### src/rtl/io_output_bank.sv
// -----------------------------------------------------------------------------
// io_output_bank
// Memory-mapped bank of NUM_PORTS output registers on the I/O bus. CPU store
// cycles (write_io_enable) can plain-write, set, clear or toggle bits of a
// port, or start a self-clearing timed pulse on selected bits. The addressed
// port is also loaded into rd_data every cycle as a registered readback.
//
// Ports:
//   io_clk          bus/I/O clock, all state changes on the rising edge
//   clr             asynchronous active-high reset
//   addr            byte address: [7:2] port word index, [10:8] operation
//   datain          write data, bits [DATA_W-1:0] used
//   write_io_enable store strobe
//   byte_en         per-byte write mask, applies to every operation
//   out_ports       port k at [k*DATA_W +: DATA_W]
//   pulse_active    bit k high while port k pulse counter is nonzero
//   rd_data         registered readback of the addressed port (0 on miss)
// -----------------------------------------------------------------------------
module io_output_bank #(
   parameter int         NUM_PORTS = 4,
   parameter int         DATA_W    = 32,
   parameter logic [7:0] BASE_ADDR = 8'h80,
   parameter int         PULSE_LEN = 1000
) (
   input  logic                          io_clk,
   input  logic                          clr,
   input  logic [31:0]                   addr,
   input  logic [31:0]                   datain,
   input  logic                          write_io_enable,
   input  logic [DATA_W/8-1:0]           byte_en,
   output logic [NUM_PORTS*DATA_W-1:0]   out_ports,
   output logic [NUM_PORTS-1:0]          pulse_active,
   output logic [DATA_W-1:0]             rd_data
);

   localparam int         NB       = DATA_W / 8;
   localparam logic [5:0] BASE_IDX = BASE_ADDR[7:2];
   localparam logic [15:0] PULSE_CNT = 16'(PULSE_LEN);

   localparam logic [2:0] OP_WRITE  = 3'b000;
   localparam logic [2:0] OP_SET    = 3'b001;
   localparam logic [2:0] OP_CLR    = 3'b010;
   localparam logic [2:0] OP_TOGGLE = 3'b011;
   localparam logic [2:0] OP_PULSE  = 3'b100;

   logic [DATA_W-1:0] out_q   [NUM_PORTS];
   logic [DATA_W-1:0] out_d   [NUM_PORTS];
   logic [DATA_W-1:0] pmask_q [NUM_PORTS];
   logic [DATA_W-1:0] pmask_d [NUM_PORTS];
   logic [15:0]       cnt_q   [NUM_PORTS];
   logic [15:0]       cnt_d   [NUM_PORTS];
   logic [NUM_PORTS-1:0] pulse_active_q;
   logic [NUM_PORTS-1:0] pulse_active_d;
   logic [DATA_W-1:0] rd_data_q;
   logic [DATA_W-1:0] rd_data_d;

   logic [5:0]        word_idx_s;
   logic [5:0]        port_idx_s;
   logic              hit_s;
   logic [2:0]        op_s;
   logic [DATA_W-1:0] bmask_s;
   logic [DATA_W-1:0] d_s;

   // Address bits outside the decode and data bits beyond DATA_W carry no meaning.
   logic unused_s;
   assign unused_s = ^{addr[31:11], addr[1:0], datain};

   // Address decode, byte-mask expansion and effective write data.
   always_comb begin
      word_idx_s = addr[7:2];
      op_s       = addr[10:8];
      port_idx_s = word_idx_s - BASE_IDX;
      // Wrap-around of the subtraction is excluded by the >= test.
      hit_s      = (word_idx_s >= BASE_IDX) && ({1'b0, port_idx_s} < 7'(NUM_PORTS));
      bmask_s    = '0;
      for (int i = 0; i < NB; i++) begin
         bmask_s[i*8 +: 8] = {8{byte_en[i]}};
      end
      d_s = datain[DATA_W-1:0] & bmask_s;
   end

   // Per-port next state: pulse expiry first, then the CPU operation on top.
   always_comb begin
      rd_data_d = '0;
      for (int k = 0; k < NUM_PORTS; k++) begin
         out_d[k]   = out_q[k];
         pmask_d[k] = pmask_q[k];
         cnt_d[k]   = cnt_q[k];

         if (cnt_q[k] != 16'd0) begin
            cnt_d[k] = cnt_q[k] - 16'd1;
            if (cnt_q[k] == 16'd1) begin
               out_d[k]   = out_q[k] & ~pmask_q[k];
               pmask_d[k] = '0;
            end else begin
               pmask_d[k] = pmask_q[k];
            end
         end else begin
            cnt_d[k] = cnt_q[k];
         end

         if (hit_s && (port_idx_s == 6'(k))) begin
            // Readback sees the value before this cycle's update.
            rd_data_d = out_q[k];
            if (write_io_enable) begin
               case (op_s)
                  OP_WRITE:  out_d[k] = (out_d[k] & ~bmask_s) | d_s;
                  OP_SET:    out_d[k] = out_d[k] | d_s;
                  OP_CLR:    out_d[k] = out_d[k] & ~d_s;
                  OP_TOGGLE: out_d[k] = out_d[k] ^ d_s;
                  OP_PULSE: begin
                     // pmask_d is already zero if this is the expiry cycle.
                     out_d[k]   = out_d[k] | d_s;
                     pmask_d[k] = pmask_d[k] | d_s;
                     cnt_d[k]   = PULSE_CNT;
                  end
                  default: out_d[k] = out_d[k];
               endcase
            end else begin
               out_d[k] = out_d[k];
            end
         end else begin
            out_d[k] = out_d[k];
         end

         pulse_active_d[k] = (cnt_d[k] != 16'd0);
      end
   end

   // State registers with asynchronous clear.
   always_ff @(posedge io_clk or posedge clr) begin
      if (clr) begin
         for (int k = 0; k < NUM_PORTS; k++) begin
            out_q[k]   <= '0;
            pmask_q[k] <= '0;
            cnt_q[k]   <= 16'd0;
         end
         pulse_active_q <= '0;
         rd_data_q      <= '0;
      end else begin
         for (int k = 0; k < NUM_PORTS; k++) begin
            out_q[k]   <= out_d[k];
            pmask_q[k] <= pmask_d[k];
            cnt_q[k]   <= cnt_d[k];
         end
         pulse_active_q <= pulse_active_d;
         rd_data_q      <= rd_data_d;
      end
   end

   genvar g;
   generate
      for (g = 0; g < NUM_PORTS; g++) begin : g_pack
         assign out_ports[g*DATA_W +: DATA_W] = out_q[g];
      end
   endgenerate

   assign pulse_active = pulse_active_q;
   assign rd_data      = rd_data_q;

endmodule

### config.mk
export PLATFORM = sky130hd
export DESIGN_NAME = io_output_bank
export DESIGN_NICKNAME = d
export VERILOG_FILES = /design/src/rtl/io_output_bank.sv
export SDC_FILE = /design/constraint.sdc
export NUM_CORES = 1
export LEC_CHECK = 0
export BUFFER_PORTS_ARGS = -buffer_cell sky130_fd_sc_hd__buf_2
export CAP_MARGIN = 20
export CORE_ASPECT_RATIO = 1.5
export CORE_UTILIZATION = 45
export CTS_CLUSTER_DIAMETER = 150
export DETAILED_ROUTE_END_ITERATION = 8
export SLEW_MARGIN = 40
export SYNTH_ARGS = -nofsm -noshare
export SYNTH_HDL_FRONTEND = slang
export SYNTH_SLANG_ARGS = --single-unit
### constraint.sdc
create_clock -name io_clk -period 38.9 [get_ports io_clk]
set_input_delay 9.725 -clock io_clk [delete_from_list [all_inputs] [get_ports io_clk]]
set_output_delay 9.725 -clock io_clk [all_outputs]
set_load 0.005 [all_outputs]
==> results.yml, run 1 <==
cts:
  numCtsBuffers: 38
  cts_tree: "done"
  clkTransAtPathRegs_ns: 0.06
  cts.path.max_buffers: 3
  cts_setup_buffers: 0
  hold_buffers: 0
  cts.sink_count: 356
  root_buffer: "clkbuf_16"
  ctsResizeCount: 0
  clock_latency_ns: 0.54
  h-tree-depth: 2
timing:
  setup_violations: 0
  relSlewSlack_pct: 39.5
  slew_viol_final: 0
  finalHoldViolCount: 0
  fin_skew_ns: 0.0167
  rsz0062_at_grt: "no"
  period_needed_ns: 12.96
  final.period_utilization_pct: 33.3
  tightestPinTransition_ns: 0.905
  fin_setup_tns_ns: 0
  holdWs_ns: 0.487
  timing.fmax_mhz: 77.2
pwr:
  p_leak_nw: 9.86
  irDropWorstVdd_v: 0.0000278
  p_sw_share_pct: 30.8
  p_sw_w: 0.000312
  p_clk_share_pct: 36.0
  p_per_area_nw_per_um2: 45.3
  seqPwrFrac_pct: 44.6
  combPwrFrac_pct: 19.3
  p_int_w: 0.000701
finish:
  nFillCells: 3937
  syn_to_final_growth_pct: 14.6
  antenna_cells: 0
  fin_nets: 2480
  multi_input_area_um2: 9680
  drive_above_1_share_pct: 14.6
  final_util_pct: 52.1
  fin_cells: 2865
  ff_latch_area_um2: 8910
floorplanning:
  num_io_pins: 235
  die_area_um2: 44300
  core_area_um2: 42900
  start_util_pct: 45.5
  die_w_um: 172
  fp-row-count: 93
  fp.dieH_um: 257
critical_path:
  start_kind: "input pin"
  arrival_ns: 13.35
  path_class: "input pin to register"
  worstPathRequired_ns: 39.29
  crit_fanout: 65
  crit_family: "simple AND/OR/NAND/NOR gates"
  crit_chain: "buf_2, or4b_1, nor3_2, buf_6, nand2_1, buf_4, nor2_2, o22ai_1"
  slowest_stage: "or4b_1"
  worst_setup_path_end_kind: "register"
  critPathBufInv: 3
  slowest_delay_ns: 0.73
synth:
  ys_top_cells_by_count: "356 x dfrtp_1, 338 x nand2_1, 218 x o22ai_1, 197 x nor2_1, 144 x inv_1"
  seq_area_frac_synth_pct: 45.6
  async_flop_share_pct: 100
  synth_most_common_cell: "dfrtp_1"
  syn_avg_cell_area_um2: 9.19
  yosys.area.top_type: "dfrtp_1"
  ys_seq_elements: 356
  synth_ff_type: "dfrtp_1"
  yosys_warnings: 0
  synth_cell_types: 62
  synth_cells: 2125
  synthTopCellsByArea: "dfrtp_1 46%, ha_1 9.0%, o22ai_1 7.0%"
  synth_edf_count: 0
  synth_nets: 2336
  syn_area_um2: 19500
  synth_top_area_share_pct: 45.6
global_routing:
  grt_pass1_vias: 17202
  antenna_found_initial: 1
  grt_overflow: 0
  grt_pass1_wl_mm: 99.5
  grt_max_degree: 85
  grt_use_total_pct: 29.4
detailed_routing:
  drt_iter0_drc: 1420
  wl_per_cell_um: 22.6
  drc: 0
  first_pass_iters: 5
  vias_per_cell: 6.14
  wl_mm: 64.7
  dr_total_vias: 17592
  postRouteAntennaNets: 0
run:
  maxCapViolCount: 0
placement:
  gp_congestion: 0.886
  hpwl_mm: 38.5
  dp.cells: 2799
  port_buffers: 211
run_status:
  status: "finished, final reports clean"
worst_hold_path:
  min_path_type: "register to register"
## layer usage
layer	wire [um]	vias up	global-route usage, %
li1	-	7926	-
met1	26200	8725	37.7
met2	31300	788	48.8
met3	4770	151	4.71
met4	2430	2	12.0
met5	11	-	0
## registers in the layout, summed over array words and instances (netlist names)
register and count:
cnt_q 64, rd_data 32, pmask_q 128, pulse_active 4, out_ports 128
## power by group through the flow
stage / clock network [W] / logic, W / registers (W)
CTS: 0.000372 / 0.000196 / 0.000451
global route: 0.000385 / 0.000222 / 0.000457
global placement: 0 / 0.000185 / 0.000456
detailed placement: 0 / 0.000195 / 0.000457
finish: 0.000365 / 0.000196 / 0.000452
floorplan: 0 / 0.000136 / 0.000445
## worst register-to-register path, stage by stage (launching register included)
cell	delay (ns)
dfrtp_1	0.42
or4_4	0.58
nor3_1	0.43
and4_1	0.26
buf_4	0.49
nand2_1	0.15
nand2_1	0.11
inv_1	0.05
ha_1	0.26
nor2_1	0.04
a211oi_1	0.30
o22ai_1	0.13
## cells by family after synthesis
group	after synthesis	share of synthesized area, %
AOI/OAI and AO/OA	572	20.3
muxes	36	1.85
and+or+nand+nor	697	16.0
DFF	356	45.6
adders and majority gates	140	8.97
buffers and inverters	281	5.40
xor gates and xnor gates	43	1.93
## through the flow
step                      setup slack, ns  power, W  area [um2]
after global routing                25.82   0.00106       22400
final                               25.94   0.00101       22400
after CTS                           25.72   0.00102       22400
after global placement              25.00  0.000642       21100
after floorplan                     19.30  0.000581       19500
after detailed placement            25.16  0.000652       21200
## cell type report
class                           instances  area share (%)
Clock inverter                          7           0.285
Inverter                              144            2.45
Sequential cell                       356            39.8
Timing Repair Buffer                  241            5.90
Clock buffer                           59            5.14
Tap cell                              570            3.19
Multi-Input combinational cell       1488            43.2
## worst paths after layout
kind,from,endpoint,slack [ns],depth (start not counted)
max,addr[6],out_ports[26],25.94,8
min reg2reg,pmask_q[127],pmask_q[127],0.49,2
min,pmask_q[127],pmask_q[127],0.49,2
min in group asynchronous,clr,rd_data[30],9.28,2
max reg2reg,cnt_q[56],out_ports[25],35.56,11
max in group asynchronous,clr,cnt_q[16],27.87,4
## layout by cell type, fill, tap and decap left out, drive strengths merged, types with 3 or more instances in the layout
cell type,synthesis,routed
o31ai,8,8
ha,140,140
xor2,13,13
o211ai,5,5
and2,6,6
and3,5,5
o211a,3,3
nor2b,9,9
dfrtp,356,356
clkbuf,126,59
a22o,124,124
xnor2,30,30
nand2b,6,6
nand3b,5,5
nand2,338,338
or4b,3,3
nor4,23,23
mux2i,35,35
nor3,25,25
or2,3,3
nor2,197,197
nor3b,3,3
o22ai,218,218
and4,6,6
a21oi,113,113
a221o,25,25
inv,144,145
nor4b,7,7
a221oi,7,7
a211oi,40,40
nand3,13,13
nand4,12,12
or3,14,14
or4,16,16
clkinv,0,5
o21ai,12,12
buf,11,241
Note: power is estimated with default switching activity, not from simulation.
==> run 2, diff against run 1 <==
- clock period: 38.9 -> 13.3 ns (I/O delays scaled with it)
==> results.yml, run 2 (same netlist as run 1, synthesis figures left out) <==
run_status:
  status: "finished, final reports clean"
worst_hold_path:
  hold_path_end: "pmask_q[127]"
  holdPathStages: 2
  min_path_type: "register to register"
  hold_start: "pmask_q[127]"
detailed_routing:
  drc: 0
  drt_iter0_drc: 1493
  postRouteAntennaNets: 0
  dr_total_vias: 17399
  wl_mm: 63.7
  vias_per_cell: 6.06
  wl_per_cell_um: 22.2
  first_pass_iters: 5
cts:
  h-tree-depth: 2
  root_buffer: "clkbuf_16"
  cts_setup_buffers: 0
  cts_tree: "done"
  hold_buffers: 0
  clock_latency_ns: 0.56
  ctsResizeCount: 0
  cts.path.max_buffers: 3
  clkTransAtPathRegs_ns: 0.06
  cts.sink_count: 356
  numCtsBuffers: 40
timing:
  holdWs_ns: 0.485
  period_needed_ns: 6.75
  finalHoldViolCount: 0
  relSlewSlack_pct: 40.5
  setup_violations: 0
  final.period_utilization_pct: 50.7
  slew_viol_final: 0
  rsz0062_at_grt: "no"
  timing.fmax_mhz: 148
  fin_setup_tns_ns: 0
  fin_skew_ns: 0.0256
  tightestPinTransition_ns: 0.892
floorplanning:
  die_w_um: 172
  fp-row-count: 93
  num_io_pins: 235
  fp.dieH_um: 257
  start_util_pct: 45.5
  die_area_um2: 44300
  core_area_um2: 42900
critical_path:
  start_kind: "input pin"
  crit_fanout: 44
  slowest_delay_ns: 0.75
  critPathMostFrequentCell: "buf_4"
  path_class: "input pin to register"
  worst_setup_path_end_kind: "register"
  r2r-end: "out_ports[14]"
  worstPathRequired_ns: 13.70
  rr_startpoint: "cnt_q[52]"
  ff2ff_setup_slack_ns: 9.91
  slowest_stage: "nor2_1"
  crit_chain: "buf_2, buf_4, nand2b_1, nor2_4, buf_4, nand2_2, buf_4, nor2_1, o22ai_1"
  r2r.worst_path.cells: 11
  arrival_ns: 7.14
global_routing:
  grt_pass1_vias: 17238
  grt_pass1_wl_mm: 99.1
  antenna_found_initial: 1
  grt_max_degree: 143
  grt_overflow: 0
  grt_use_total_pct: 29.0
finish:
  multi_input_area_um2: 9670
  drive_above_1_share_pct: 14.5
  antenna_cells: 0
  layout_common_cells: "356 x dfrtp_1, 335 x nand2_1, 218 x o22ai_1"
  ff_latch_area_um2: 8910
  syn_to_final_growth_pct: 14.9
  final_common_cell: "dfrtp_1"
  nFillCells: 3956
  fin_nets: 2480
pwr:
  p_per_area_nw_per_um2: 135
  p_total_w: 0.00303
  p_leak_nw: 9.89
  irDropWorstVdd_v: 0.0000891
placement:
  gp_congestion: 0.895
  hpwl_mm: 38.1
  port_buffers: 211
run:
  maxCapViolCount: 0
-- run 2: cell count changes in the layout (fill, tap and decap cells not counted), sizes merged --
cell and delta:
inv +2, bufinv +2, clkinv +1, buf -2, clkinvlp +1
-- run 2: through the flow --
stage	instances	instance area (um2)	worst slack, ns	util [%]
after floorplan	2125	19500	0.0981	-
after global placement	2797	21100	6.03	49.1
after detailed placement	2797	21100	6.03	49.2
after CTS	2869	22400	6.62	52.2
after global routing	2869	22400	6.49	52.3
final	2869	22400	6.55	52.3
-- run 2: report_power, final --
group          switching, W  internal [W]
Clock              0.000472      0.000667
Sequential         0.000129       0.00119
Combinational      0.000329      0.000242
Total              0.000929       0.00210
-- run 2: how the worst max path moves through the flow --
stage / start / depth (start not counted) / endpoint / slack [ns]
2_1_floorplan: clr / 1 / cnt_q[0] / 0.1
3_3_place_gp: addr[2] / 9 / out_ports[44] / 6.03
3_5_place_dp: addr[2] / 9 / out_ports[51] / 6.03
4_1_cts: addr[2] / 9 / out_ports[48] / 6.62
5_1_grt: addr[2] / 9 / out_ports[48] / 6.49
6_report: addr[2] / 9 / out_ports[48] / 6.55
-- run 2: critical path, delay by kind of cell --
family	cells	cell delay (ns)
compound gates	1	0.23
simple gates	4	1.72
buf+inv	4	1.81
-- run 2: final cells by class --
cell class              instances  area share [%]
multi-input cells            1488            43.1
clock buffers                  59            5.18
inverters                     144            2.48
flip-flops and latches        356            39.7
clock inverters                13           0.686
repair buffers                239            5.71
well taps                     570            3.18
-- run 2: routing by layer --
layer	share of wire, %	vias to the layer above	GRT usage [%]	wire, um
met2	48	662	47.9	30700
met1	41	8654	37.6	26400
met5	0.022	-	0	14
li1	-	7928	-	-
met4	4.1	2	12.7	2620
met3	6.3	153	4.15	4010
==> run 3, diff against run 2 <==
- clock period: 13.3 -> 6.9 ns (I/O delays scaled with it)
==> results.yml, run 3 (same netlist as run 1, synthesis figures left out) <==
placement:
  port_buffers: 211
  gp_congestion: 0.877
  hpwl_mm: 38.9
  dp_slack_ns: 1.69
cts:
  ctsResizeCount: 0
  h-tree-depth: 2
  root_buffer: "clkbuf_16"
  cts_setup_buffers: 0
  clock_latency_ns: 0.54
  cts.path.max_buffers: 3
  cts.sink_count: 356
  clkTransAtPathRegs_ns: 0.06
  cts_tree: "done"
  numCtsBuffers: 38
  hold_buffers: 0
global_routing:
  grt_max_degree: 108
  grt_overflow: 0
  grt_use_total_pct: 29.0
  antenna_found_initial: 1
  grt_pass1_wl_mm: 99.2
  grt_pass1_vias: 17352
critical_path:
  r2r.worst_path.cells: 11
  r2r-end: "out_ports[27]"
  rr_startpoint: "cnt_q[52]"
  worstPathRequired_ns: 7.28
  ff2ff_setup_slack_ns: 3.55
  start_kind: "input pin"
  path_class: "input pin to register"
  crit_fanout: 32
  worst_setup_path_end_kind: "register"
  arrival_ns: 5.04
finish:
  syn_to_final_growth_pct: 14.4
  final_common_cell: "dfrtp_1"
  layout_common_cells: "356 x dfrtp_1, 334 x nand2_1, 218 x o22ai_1"
  antenna_cells: 0
  nFillCells: 3995
  final_util_pct: 52.0
  fin_nets: 2482
  drive_above_1_share_pct: 14.3
pwr:
  irDropWorstVdd_v: 0.000157
  p_per_area_nw_per_um2: 250
  p_leak_nw: 9.83
detailed_routing:
  drt_iter0_drc: 1246
  wl_per_cell_um: 22.3
  vias_per_cell: 6.08
  dr_total_vias: 17390
  drc: 0
  postRouteAntennaNets: 0
  wl_mm: 63.7
  first_pass_iters: 5
floorplanning:
  fp.dieH_um: 257
  num_io_pins: 235
  fp-row-count: 93
  start_util_pct: 45.5
  die_area_um2: 44300
  core_area_um2: 42900
  die_w_um: 172
timing:
  slew_viol_final: 0
  fin_skew_ns: 0.0133
  tightestPinTransition_ns: 0.935
  final.period_utilization_pct: 67.6
  rsz0062_at_grt: "no"
  relSlewSlack_pct: 37.4
  period_needed_ns: 4.66
  finalHoldViolCount: 0
  setup_violations: 0
  timing.fmax_mhz: 214
  fin_setup_tns_ns: 0
  setup_slack_ns: 2.24
run:
  maxCapViolCount: 0
worst_hold_path:
  holdPathStages: 2
  min_path_type: "register to register"
  hold_start: "pmask_q[31]"
  hold_path_end: "pmask_q[31]"
run_status:
  status: "finished, final reports clean"
## run 3: layout make-up
type / instances / area [um2] / area share (%)
flip-flops and latches: 356 / 8910 / 39.9
clock buffers: 54 / 1080 / 4.84
repair buffers: 243 / 1390 / 6.22
multi-input cells: 1488 / 9670 / 43.3
well taps: 570 / 713 / 3.19
inverters: 144 / 544 / 2.44
clock inverters: 5 / 28.8 / 0.129
## run 3: per-layer routing
layer,up-vias,share of wire (%),global-route usage [%]
met3,160,6.6,4.77
met1,8658,41,37.1
li1,7928,-,-
met4,2,4.8,13.9
met2,642,48,47.4
met5,-,0.022,0
## run 3: critical path, stage by stage
cell and delay, ns:
buf_2 0.11, nor4b_2 0.58, nand2_1 0.21, nor2_4 0.11, buf_4 0.48, nand2_2 0.53, buf_4 0.41, nor2_1 0.68
o22ai_1 0.19
## run 3: stage by stage
step	hold slack [ns]	cell area, um2	power (W)	cells
finish	0.485	22300	0.00559	2860
global route	0.513	22300	0.00588	2860
CTS	0.487	22300	0.00562	2859
detailed placement	0.475	21200	0.00368	2800
global placement	0.473	21100	0.00362	2797
floorplan	0.445	19500	0.00327	2125
## run 3: power breakdown
part           total [W]  internal, W  switching, W  leakage [nW]
combinational    0.00111     0.000474      0.000633          5.13
clock            0.00193      0.00108      0.000849         0.549
sequential       0.00255      0.00230      0.000252          4.15
## run 3: worst max-delay path by stage
stage	from	to	depth (start not counted)
global placement	addr[6]	out_ports[79]	9
detailed placement	addr[6]	out_ports[79]	9
CTS	addr[6]	out_ports[79]	9
global route	addr[6]	out_ports[71]	9
floorplan	clr	cnt_q[0]	1
finish	addr[6]	out_ports[69]	9
